==> config.mk <==
export PLATFORM = sky130hd
export DESIGN_NAME = irq_mailbox_router_flat
export DESIGN_NICKNAME = d
export VERILOG_FILES = /design/src/rtl/irq_mailbox_router_if.sv /design/src/rtl/irq_mailbox_router.sv /design/src/flat_wrapper.sv
export SDC_FILE = /design/constraint.sdc
export NUM_CORES = 1
export LEC_CHECK = 0
export CORE_MARGIN = 5
export CORE_UTILIZATION = 61
export CTS_BUF_LIST = sky130_fd_sc_hd__clkbuf_8 sky130_fd_sc_hd__clkbuf_16
export CTS_CLUSTER_DIAMETER = 30
export DETAILED_ROUTE_END_ITERATION = 8
export PLACE_DENSITY = 0.87
export SYNTH_ARGS = -nofsm -noshare
export SYNTH_HDL_FRONTEND = slang
export SYNTH_SLANG_ARGS = --single-unit
==> constraint.sdc <==
create_clock -name clk -period 11.6 [get_ports clk]
set_input_delay 2.32 -clock clk [delete_from_list [all_inputs] [get_ports clk]]
set_output_delay 2.32 -clock clk [all_outputs]
set_load 0.01 [all_outputs]
==> src/rtl/irq_mailbox_router_if.sv <==
// CPU-side interrupt bus for the mailbox router: per-CPU source words,
// finish flags, delivered words with strobes, and router status.
interface irq_mailbox_router_if #(
    parameter int unsigned CPU_NB = 4
);
    logic [CPU_NB-1:0][31:0] i_irq;
    logic [CPU_NB-1:0]       i_finish;
    logic [CPU_NB-1:0][31:0] o_irq;
    logic [CPU_NB-1:0]       o_irq_valid;
    logic                    o_all_done;
    logic [15:0]             o_drop_cnt;

    modport master (
        output i_irq, i_finish,
        input  o_irq, o_irq_valid, o_all_done, o_drop_cnt
    );

    modport slave (
        input  i_irq, i_finish,
        output o_irq, o_irq_valid, o_all_done, o_drop_cnt
    );
endinterface

==> src/rtl/irq_mailbox_router.sv <==
// Interrupt mailbox router: captures new words per source CPU, arbitrates
// round-robin into a shared FIFO and delivers to the encoded destination.
module irq_mailbox_router #(
    parameter int unsigned CPU_NB     = 4,
    parameter int unsigned FIFO_DEPTH = 8,
    parameter int unsigned DST_LSB    = 24,
    parameter int unsigned MIN_GAP    = 2
) (
    input  logic                  clk,
    input  logic                  rst,
    irq_mailbox_router_if.slave   bus
);
    localparam int unsigned IDX_W  = (CPU_NB > 1) ? $clog2(CPU_NB) : 1;
    localparam int unsigned PTR_W  = $clog2(FIFO_DEPTH);
    localparam int unsigned CNT_W  = PTR_W + 1;
    localparam int unsigned GAP_W  = (MIN_GAP > 0) ? $clog2(MIN_GAP + 1) : 1;
    localparam int unsigned DROP_W = $clog2(CPU_NB + 2);

    logic [CPU_NB-1:0][31:0] prev;
    logic [CPU_NB-1:0][31:0] pend_word;
    logic [CPU_NB-1:0]       pend;
    logic [31:0]             fifo_word [FIFO_DEPTH];
    logic [IDX_W-1:0]        fifo_dst  [FIFO_DEPTH];
    logic [PTR_W-1:0]        wr_ptr;
    logic [PTR_W-1:0]        rd_ptr;
    logic [CNT_W-1:0]        count;
    logic [IDX_W-1:0]        rr;
    logic [GAP_W-1:0]        gap;

    logic [CPU_NB-1:0]       evt_c;
    logic                    found_c;
    logic [IDX_W-1:0]        win_c;
    logic                    grant_c;
    logic [31:0]             win_word_c;
    logic [7:0]              win_dst_c;
    logic                    bad_dst_c;
    logic                    push_c;
    logic                    pop_c;
    logic [DROP_W-1:0]       drop_inc_c;
    logic [16:0]             drop_sum_c;
    logic [15:0]             drop_next_c;

    // Event detection, round-robin winner search and drop accounting.
    always_comb begin
        evt_c      = '0;
        found_c    = 1'b0;
        win_c      = '0;
        drop_inc_c = '0;
        for (int s = 0; s < int'(CPU_NB); s++) begin
            evt_c[s] = (bus.i_irq[s] != prev[s]) && (bus.i_irq[s] != '0);
        end
        for (int unsigned i = 1; i <= CPU_NB; i++) begin
            int unsigned idx;
            idx = (32'(rr) + i) % CPU_NB;
            if (!found_c && pend[IDX_W'(idx)]) begin
                found_c = 1'b1;
                win_c   = IDX_W'(idx);
            end
        end
        grant_c    = found_c && (count < CNT_W'(FIFO_DEPTH));
        win_word_c = pend_word[win_c];
        win_dst_c  = win_word_c[DST_LSB +: 8];
        bad_dst_c  = win_dst_c >= 8'(CPU_NB);
        push_c     = grant_c && !bad_dst_c;
        pop_c      = (count != '0) && (gap == '0);
        // A new event for the source being granted is not an overwrite.
        for (int s = 0; s < int'(CPU_NB); s++) begin
            if (evt_c[s] && pend[s] && !(grant_c && (win_c == IDX_W'(s)))) begin
                drop_inc_c = drop_inc_c + DROP_W'(1);
            end
        end
        if (grant_c && bad_dst_c) begin
            drop_inc_c = drop_inc_c + DROP_W'(1);
        end
        drop_sum_c  = 17'(bus.o_drop_cnt) + 17'(drop_inc_c);
        drop_next_c = drop_sum_c[16] ? 16'hFFFF : drop_sum_c[15:0];
    end

    // FIFO storage; contents are don't-care while the count says empty.
    always_ff @(posedge clk) begin
        if (!rst && push_c) begin
            fifo_word[wr_ptr] <= win_word_c;
            fifo_dst[wr_ptr]  <= win_dst_c[IDX_W-1:0];
        end
    end

    always_ff @(posedge clk) begin
        if (rst) begin
            prev            <= '0;
            pend            <= '0;
            pend_word       <= '0;
            wr_ptr          <= '0;
            rd_ptr          <= '0;
            count           <= '0;
            rr              <= '0;
            gap             <= '0;
            bus.o_irq       <= '0;
            bus.o_irq_valid <= '0;
            bus.o_all_done  <= 1'b0;
            bus.o_drop_cnt  <= '0;
        end else begin
            prev <= bus.i_irq;
            for (int s = 0; s < int'(CPU_NB); s++) begin
                if (evt_c[s]) begin
                    pend[s]      <= 1'b1;
                    pend_word[s] <= bus.i_irq[s];
                end else if (grant_c && (win_c == IDX_W'(s))) begin
                    pend[s] <= 1'b0;
                end
            end
            if (grant_c) begin
                rr <= win_c;
            end
            if (push_c) begin
                wr_ptr <= wr_ptr + PTR_W'(1);
            end
            if (pop_c) begin
                rd_ptr <= rd_ptr + PTR_W'(1);
            end
            count <= count + CNT_W'(push_c) - CNT_W'(pop_c);

            // Paced delivery: one strobe, then MIN_GAP idle cycles.
            bus.o_irq_valid <= '0;
            if (pop_c) begin
                bus.o_irq[fifo_dst[rd_ptr]]       <= fifo_word[rd_ptr];
                bus.o_irq_valid[fifo_dst[rd_ptr]] <= 1'b1;
                gap                               <= GAP_W'(MIN_GAP);
            end else if (gap != '0) begin
                gap <= gap - GAP_W'(1);
            end

            bus.o_drop_cnt <= drop_next_c;
            if ((&bus.i_finish) && (count == '0) && (pend == '0)) begin
                bus.o_all_done <= 1'b1;
            end
        end
    end
endmodule
==> src/flat_wrapper.sv <==
// flat-port wrapper written by rule: the top's interface ports become plain ports
module irq_mailbox_router_flat 
#(
    parameter int unsigned CPU_NB     = 4,
    parameter int unsigned FIFO_DEPTH = 8,
    parameter int unsigned DST_LSB    = 24,
    parameter int unsigned MIN_GAP    = 2
)
  (clk, rst, bus_i_irq, bus_i_finish, bus_o_irq, bus_o_irq_valid, bus_o_all_done, bus_o_drop_cnt);
  irq_mailbox_router_if #(.CPU_NB(CPU_NB)) bus_i ();
  input  logic clk;
  input  logic rst;
  input wire logic [$bits(bus_i.i_irq)-1:0] bus_i_irq;
  input wire logic [$bits(bus_i.i_finish)-1:0] bus_i_finish;
  output wire logic [$bits(bus_i.o_irq)-1:0] bus_o_irq;
  output wire logic [$bits(bus_i.o_irq_valid)-1:0] bus_o_irq_valid;
  output wire logic [$bits(bus_i.o_all_done)-1:0] bus_o_all_done;
  output wire logic [$bits(bus_i.o_drop_cnt)-1:0] bus_o_drop_cnt;
  assign bus_i.i_irq = bus_i_irq;
  assign bus_i.i_finish = bus_i_finish;
  assign bus_o_irq = bus_i.o_irq;
  assign bus_o_irq_valid = bus_i.o_irq_valid;
  assign bus_o_all_done = bus_i.o_all_done;
  assign bus_o_drop_cnt = bus_i.o_drop_cnt;
  irq_mailbox_router #(.CPU_NB(CPU_NB), .FIFO_DEPTH(FIFO_DEPTH), .DST_LSB(DST_LSB), .MIN_GAP(MIN_GAP)) u_core (.clk(clk), .rst(rst), .bus(bus_i));
endmodule
-- Word-level counts from Yosys, hierarchy flattened
Memory sizes are Yosys's and may differ from the RTL's. A register that Yosys moved wholly into a read port is not among the register bits.
Cells that the tools add are included.
- $lt $le $gt $ge: 9
- eq/ne operators: 7
- multiplexer cells: 45
- reduce and logical (&&, ||, !) cells: 54
- add/subtract/negate cells: 14
- bitwise gates (word level): 1
- operators with widths (cell ; count):
    128-bit bitwise mux ; 1
    32-bit inequality test ; 4
    32-bit nonzero test ; 4
    32-bit binary-select mux with 2-bit select ; 1
    32-bit demux with 2-bit select ; 1
    32-bit two-way mux ; 2
    1-bit logical AND ; 27
    3-bit two-way mux ; 8
    1-bit two-way mux ; 20
    2-bit by 3-bit less-than comparator with 1-bit output, second input constant ; 6
    16-bit by 3-bit adder with 17-bit output ; 1
    16-bit two-way mux ; 1
    3-bit by 1-bit adder with 3-bit output, second input constant ; 5
    2-bit two-way mux ; 6
    2-bit nonzero test ; 6
    1-bit logical NOT ; 9
    1-bit binary-select mux with 2-bit select ; 4
    8-bit by 3-bit >= comparator with 1-bit output, second input constant ; 1
    4-bit logical NOT ; 2
    2-bit by 1-bit adder with 2-bit output, second input constant ; 2
    2-bit adder, second input constant ; 2
    4-bit by 1-bit adder with 4-bit output ; 1
    2-bit == test, second input constant ; 2
    2-bit logical NOT ; 2
    11 further kinds ; 12
- register bits after elaboration: 423
- memories kept: 2
- word-level logic and storage cells: 157
- memory bits (writable): 272
- memory list (memory ; depth ; bits a word ; read ports ; clocked after Yosys merged registers in ; wr ports ; RTL line ; text):
    u_core.fifo_word ; 8 ; 32 ; 1 ; 1 ; 1 ; irq_mailbox_router.sv:22 ; logic [31:0] fifo_word [FIFO_DEPTH];
    u_core.fifo_dst ; 8 ; 2 ; 1 ; 1 ; 1 ; irq_mailbox_router.sv:23 ; logic [IDX_W-1:0] fifo_dst [FIFO_DEPTH];

-- Logic depth before layout (Yosys ltp)
- depth in word-level cells: 28
- mapped depth: 24

-- Worst setup path after synthesis
Ideal clock, no wire load.
- path kind: input port to flip-flop
- start point: input bus_i_irq[31]
- end point: register u_core.bus.o_drop_cnt[11]
- setup slack: 5.194 ns
- data arrival time: 6.273 ns
- buffers on the path: 1
- data required time: 11.467 ns
- library setup time: 0.133 ns
- cell stages on the path: 23
- path through: xnor2_1 -> nand4_1 -> nor4_1 -> nand2_1 -> o21a_1 -> clkbuf_1 -> and3_1 -> inv_1 -> ha_1 -> and3b_1 -> or2_2 -> ha_1 -> nand3b_1 -> o31a_1 -> ha_1 -> mux2_1 -> ha_1 -> a21o_1 -> a21oi_1 -> nor2_1 -> and3_1 -> xnor2_1 -> a21oi_1
- longest elaborated chain between the ends: 15
- elaborated cells on any way between the ends: 16
- RTL lines (element ; RTL line ; text):
    from (decl) ; flat_wrapper.sv:13 ; input wire logic [$bits(bus_i.i_irq)-1:0] bus_i_irq;
    32-bit inequality test or 32-bit nonzero test (tied branches) ; irq_mailbox_router.sv:50 ; evt_c[s] = (bus.i_irq[s] != prev[s]) && (bus.i_irq[s] != '0);
    1-bit logical AND * ; irq_mailbox_router.sv:50 ;
    1-bit logical AND * (2 in a row) ; irq_mailbox_router.sv:68 ; if (evt_c[s] && pend[s] && !(grant_c && (win_c == IDX_W'(s)))) begin
    1-bit two-way mux * ; irq_mailbox_router.sv:68 ;
    1-bit by 1-bit adder with 2-bit output ; irq_mailbox_router.sv:69 ; drop_inc_c = drop_inc_c + DROP_W'(1);
    3-bit two-way mux * ; irq_mailbox_router.sv:68 ;
    3-bit by 1-bit adder with 3-bit output ; irq_mailbox_router.sv:69 ;
    3-bit two-way mux * ; irq_mailbox_router.sv:68 ;
    3-bit by 1-bit adder with 3-bit output ; irq_mailbox_router.sv:69 ;
    3-bit two-way mux * ; irq_mailbox_router.sv:68 ;
    3-bit by 1-bit adder with 3-bit output ; irq_mailbox_router.sv:73 ; drop_inc_c = drop_inc_c + DROP_W'(1);
    3-bit two-way mux * ; irq_mailbox_router.sv:72 ; if (grant_c && bad_dst_c) begin
    16-bit by 3-bit adder with 17-bit output * ; irq_mailbox_router.sv:75 ; drop_sum_c = 17'(bus.o_drop_cnt) + 17'(drop_inc_c);
    16-bit two-way mux * ; irq_mailbox_router.sv:76 ; drop_next_c = drop_sum_c[16] ? 16'hFFFF : drop_sum_c[15:0];
    to (signal assigned) ; irq_mailbox_router.sv:132 ; bus.o_drop_cnt <= drop_next_c;
    to (decl) ; irq_mailbox_router_if.sv:20 ; output o_irq, o_irq_valid, o_all_done, o_drop_cnt
Mark *: on every way between the ends. The rest lies on a longest branch, timed or not.
A chain may end at the register's enable or synchronous reset.

-- Worst setup path in the final report
- start point: input bus_i_irq[51]
- end point: register u_core.bus.o_drop_cnt[9]
- longest elaborated chain between the ends: 13
- elaborated cells on any way between the ends: 14
- RTL lines (element ; RTL line):
    32-bit inequality test or 32-bit nonzero test (tied branches) ; irq_mailbox_router.sv:50
    1-bit logical AND * ; irq_mailbox_router.sv:50
    1-bit logical AND * (2 in a row) ; irq_mailbox_router.sv:68
    3-bit two-way mux * ; irq_mailbox_router.sv:68
    3-bit by 1-bit adder with 3-bit output ; irq_mailbox_router.sv:69
    3-bit two-way mux * ; irq_mailbox_router.sv:68
    3-bit by 1-bit adder with 3-bit output ; irq_mailbox_router.sv:69
    3-bit two-way mux * ; irq_mailbox_router.sv:68
    3-bit by 1-bit adder with 3-bit output ; irq_mailbox_router.sv:73
    3-bit two-way mux * ; irq_mailbox_router.sv:72
    16-bit by 3-bit adder with 17-bit output * ; irq_mailbox_router.sv:75
    16-bit two-way mux * ; irq_mailbox_router.sv:76
Marked as above.

==> metrics.yaml <==
grt:
  grt_pass1_vias: 19958
  overflow: 0
  grt_use_total_pct: 31.3
  grt_max_degree: 269
  antenna_found_initial: 13
  grt_pass1_wl_um: 115000
clocking:
  root_buffer: "clkbuf_16"
  cts.path.max_buffers: 3
  ctsHoldBuffers: 0
  insertion_delay_ps: 660
  post_cts_resized: 0
  cts_tree: "yes"
  numCtsBuffers: 113
  clock_sinks: 682
  cts_setup_buffers: 0
  h-tree-depth: 3
  clk_pin_slew_worst_paths_ps: 50
timing:
  hold_violations: 0
  worstMarginPinSlew_ps: 1270
  slew_headroom_pct: 15.2
  setup_viol: 0
  rsz0062_at_grt: "no"
  timing.fmax_ghz: 0.135
  fin_crit_sh_pct: 64.0
  skew_ps: 34.0
  min_period_ps: 7420
  finalHoldWorstSlack_ps: 474
  slew_viol_final: 0
  fin_tns_setup_ps: 0
yosys:
  synth_seq_cells: 682
  synth.distinct_cells: 56
  synthesis.yosys.warnings: 0
  synth_seq_area_share_pct: 61.1
  ys_top_cells_by_area: "dfxtp_1 32%, edfxtp_1 29%, nor2_1 5.8%"
  syn-num-nets: 2407
  synth_top_area_share_pct: 32.1
  yosys.area.top_type: "dfxtp_1"
  synthCells: 2257
  syn_avg_cell_area_um2: 11.8
  synth_area_um2: 26500
  synthArstFlopShare_pct: 0
  synth_edf_count: 256
  synth_ff_type: "dfxtp_1"
setup_path:
  path_cells: "clkdlybuf4s50_1 -> xnor2_1 -> nand4_1 -> nor4_1 -> a21oi_4 -> buf_4 -> inv_1 -> or2_2 -> inv_1 -> ha_1 -> a21boi_0 -> or2_2 -> ha_1 -> nand3b_1 -> o31a_1 -> ha_1 -> mux2_1 -> ha_1 -> a21o_1 -> a21oi_1 -> nor2_1 -> and3_1 -> xnor2_1 -> a21oi_1"
  reg2reg_from: "u_core.rr[1]"
  crit_top_cell: "ha_1"
  arrival_ps: 7930
  path_max_fanout: 33
  required_ps: 12110
  critPathLaunchType: "primary input"
  critical_path.top_delay_family: "simple AND/OR/NAND/NOR gates"
  rrSetupSlack_ps: 5680
  r2r_cells: 20
  cp-end-kind: "flip-flop"
  critPathBufInv: 4
  path_class: "in -> reg"
  r2r-end: "u_core.bus.o_drop_cnt[9]"
  critical_path.max_stage_delay_ps: 550
  cp_slowest_cell: "clkdlybuf4s50_1"
power:
  pwr-share-seq_pct: 35.8
  p_per_area_nw_per_um2: 253
  switching_share_pct: 30.3
  power.leakage_uw: 0.0129
  p_int_uw: 5990
  vdd_drop_max_uv: 168
  clock_power_share_pct: 40.4
  combPwrFrac_pct: 23.7
  switching_power_uw: 2600
placed_design:
  hpwlAfterDp_um: 45700
  dp_cells: 3023
  finalWeightedCongestion: 0.909
  port_buffers: 282
finish:
  layout_common_cells: "424 x dfxtp_1, 405 x nor2_1, 281 x clkdlybuf4s50_1"
  drive_gt1_share_pct: 13.4
  fin_util_pct: 78.8
  final_common_cell: "dfxtp_1"
  layout.nets: 2703
  area_growth_pct: 27.9
  fin_cells: 3245
floorplanning:
  rows: 76
  io_pins: 283
  fp.dieW_um: 219
  initial_core_util_pct: 61.6
  fp.dieH_um: 219
  dieArea_um2: 47800
  core-area_um2: 43100
min_path:
  hp-start: "u_core.bus.o_irq[120]"
  hold_path.class: "reg -> reg"
  whs_endpoint: "u_core.bus.o_irq[120]"
  hold_depth: 2
route:
  dr.pass1.iters: 8
  drtAntennaViolNets: 0
  drt_iter0_markers: 2391
  drt_wl_total_um: 75800
  avgViaCountPerCell: 5.99
  drc: 0
  routedWlPerCell_um: 23.4
  vias: 19426
run:
  maxCapViolations: 0
run_status:
  outcome: "complete, no violations"
-- power by group through the flow --
stage / logic, uW / clock network [uW] / registers (uW)
final: 2040 / 3470 / 3070
after global routing: 2190 / 3620 / 3100
after CTS: 2020 / 3490 / 3070
after detailed placement: 1950 / 0 / 3110
after global placement: 1870 / 0 / 3090
after floorplan: 1130 / 0 / 3090
-- flip-flops by register name, indices dropped and copies added (netlist names), named ones only --
signal,flops
u_core.pend_word,128
u_core.prev,128
u_core.bus.o_irq_valid,4
u_core.gap,2
u_core.fifo_word,248
u_core.wr_ptr,3
u_core.rr,2
u_core.rd_ptr,3
u_core.fifo_dst,8
u_core.bus.o_irq,128
u_core.pend,4
u_core.count,4
u_core.bus.o_all_done,1
u_core.bus.o_drop_cnt,16
-- worst max-delay path by stage --
stage	cells after the start	endpoint	startpoint	slack, ps
after floorplan	23	u_core.bus.o_drop_cnt[11]	bus_i_irq[31]	5190
after global placement	24	u_core.bus.o_drop_cnt[11]	bus_i_irq[46]	3950
after detailed placement	24	u_core.bus.o_drop_cnt[9]	bus_i_irq[46]	3690
after CTS	24	u_core.bus.o_drop_cnt[9]	bus_i_irq[46]	4250
after global routing	23	u_core.bus.o_drop_cnt[9]	bus_i_irq[19]	3890
final	24	u_core.bus.o_drop_cnt[9]	bus_i_irq[51]	4180
-- metrics by stage --
stage / worst slack (ps) / power, uW / instance area, um^2
after detailed placement: 3690 / 5060 / 29900
after global placement: 3950 / 4970 / 29900
final: 4180 / 8580 / 34000
after CTS: 4250 / 8580 / 33900
after global routing: 3890 / 8910 / 34000
after floorplan: 5190 / 4220 / 26500
-- area by class of cell --
| type | count | area, um^2 |
|---|---|---|
| well taps | 585 | 732 |
| clock buffers | 120 | 2970 |
| multi-input cells | 1430 | 9870 |
| diodes | 7 | 17.5 |
| inverters | 19 | 71.3 |
| flip-flops and latches | 682 | 16200 |
| fillers | 2320 | 9120 |
| clock inverters | 95 | 1040 |
| repair buffers | 307 | 3030 |
-- worst register-to-register path, delay by kind of cell, from the launching register on --
family | cells | cell delay, ps
buf+inv | 1 | 420
flops | 1 | 520
fa+ha+maj | 4 | 1230
mux | 2 | 470
simple gates | 5 | 1480
compound gates | 6 | 1220
xor+xnor | 2 | 440
-- synth_stat cells, types with 27 or more instances --
| master | number |
|---|---|
| a21oi_1 | 29 |
| a31oi_1 | 27 |
| and3_1 | 33 |
| clkbuf_1 | 109 |
| dfxtp_1 | 426 |
| edfxtp_1 | 256 |
| mux2_2 | 30 |
| mux2i_1 | 134 |
| mux4_2 | 67 |
| nand2_1 | 118 |
| nand4_1 | 42 |
| nor2_1 | 408 |
| nor2b_1 | 131 |
| nor3_1 | 127 |
| nor4_1 | 45 |
| xnor2_1 | 136 |
-- kinds of logic after synthesis --
family                     count (synthesis)  synth area share, %
DFF                                      682                 61.1
adders and majority gates                 16                0.811
AOI/OAI and AO/OA                         80                 1.91
muxes                                    233                 12.2
and+or+nand+nor                          954                 17.0
buffers and inverters                    145                 2.13
xor gates and xnor gates                 147                 4.96
-- metal layers --
metal | vias to the layer above | part of all wire [%] | track usage (%)
li1 | 8545 | - | -
met1 | 9441 | 36 | 38.2
met2 | 1198 | 50 | 53.7
met3 | 228 | 8.8 | 6.22
met4 | 14 | 4.7 | 15.0
met5 | - | 0.14 | 0
(Power assumes the default switching activity.)
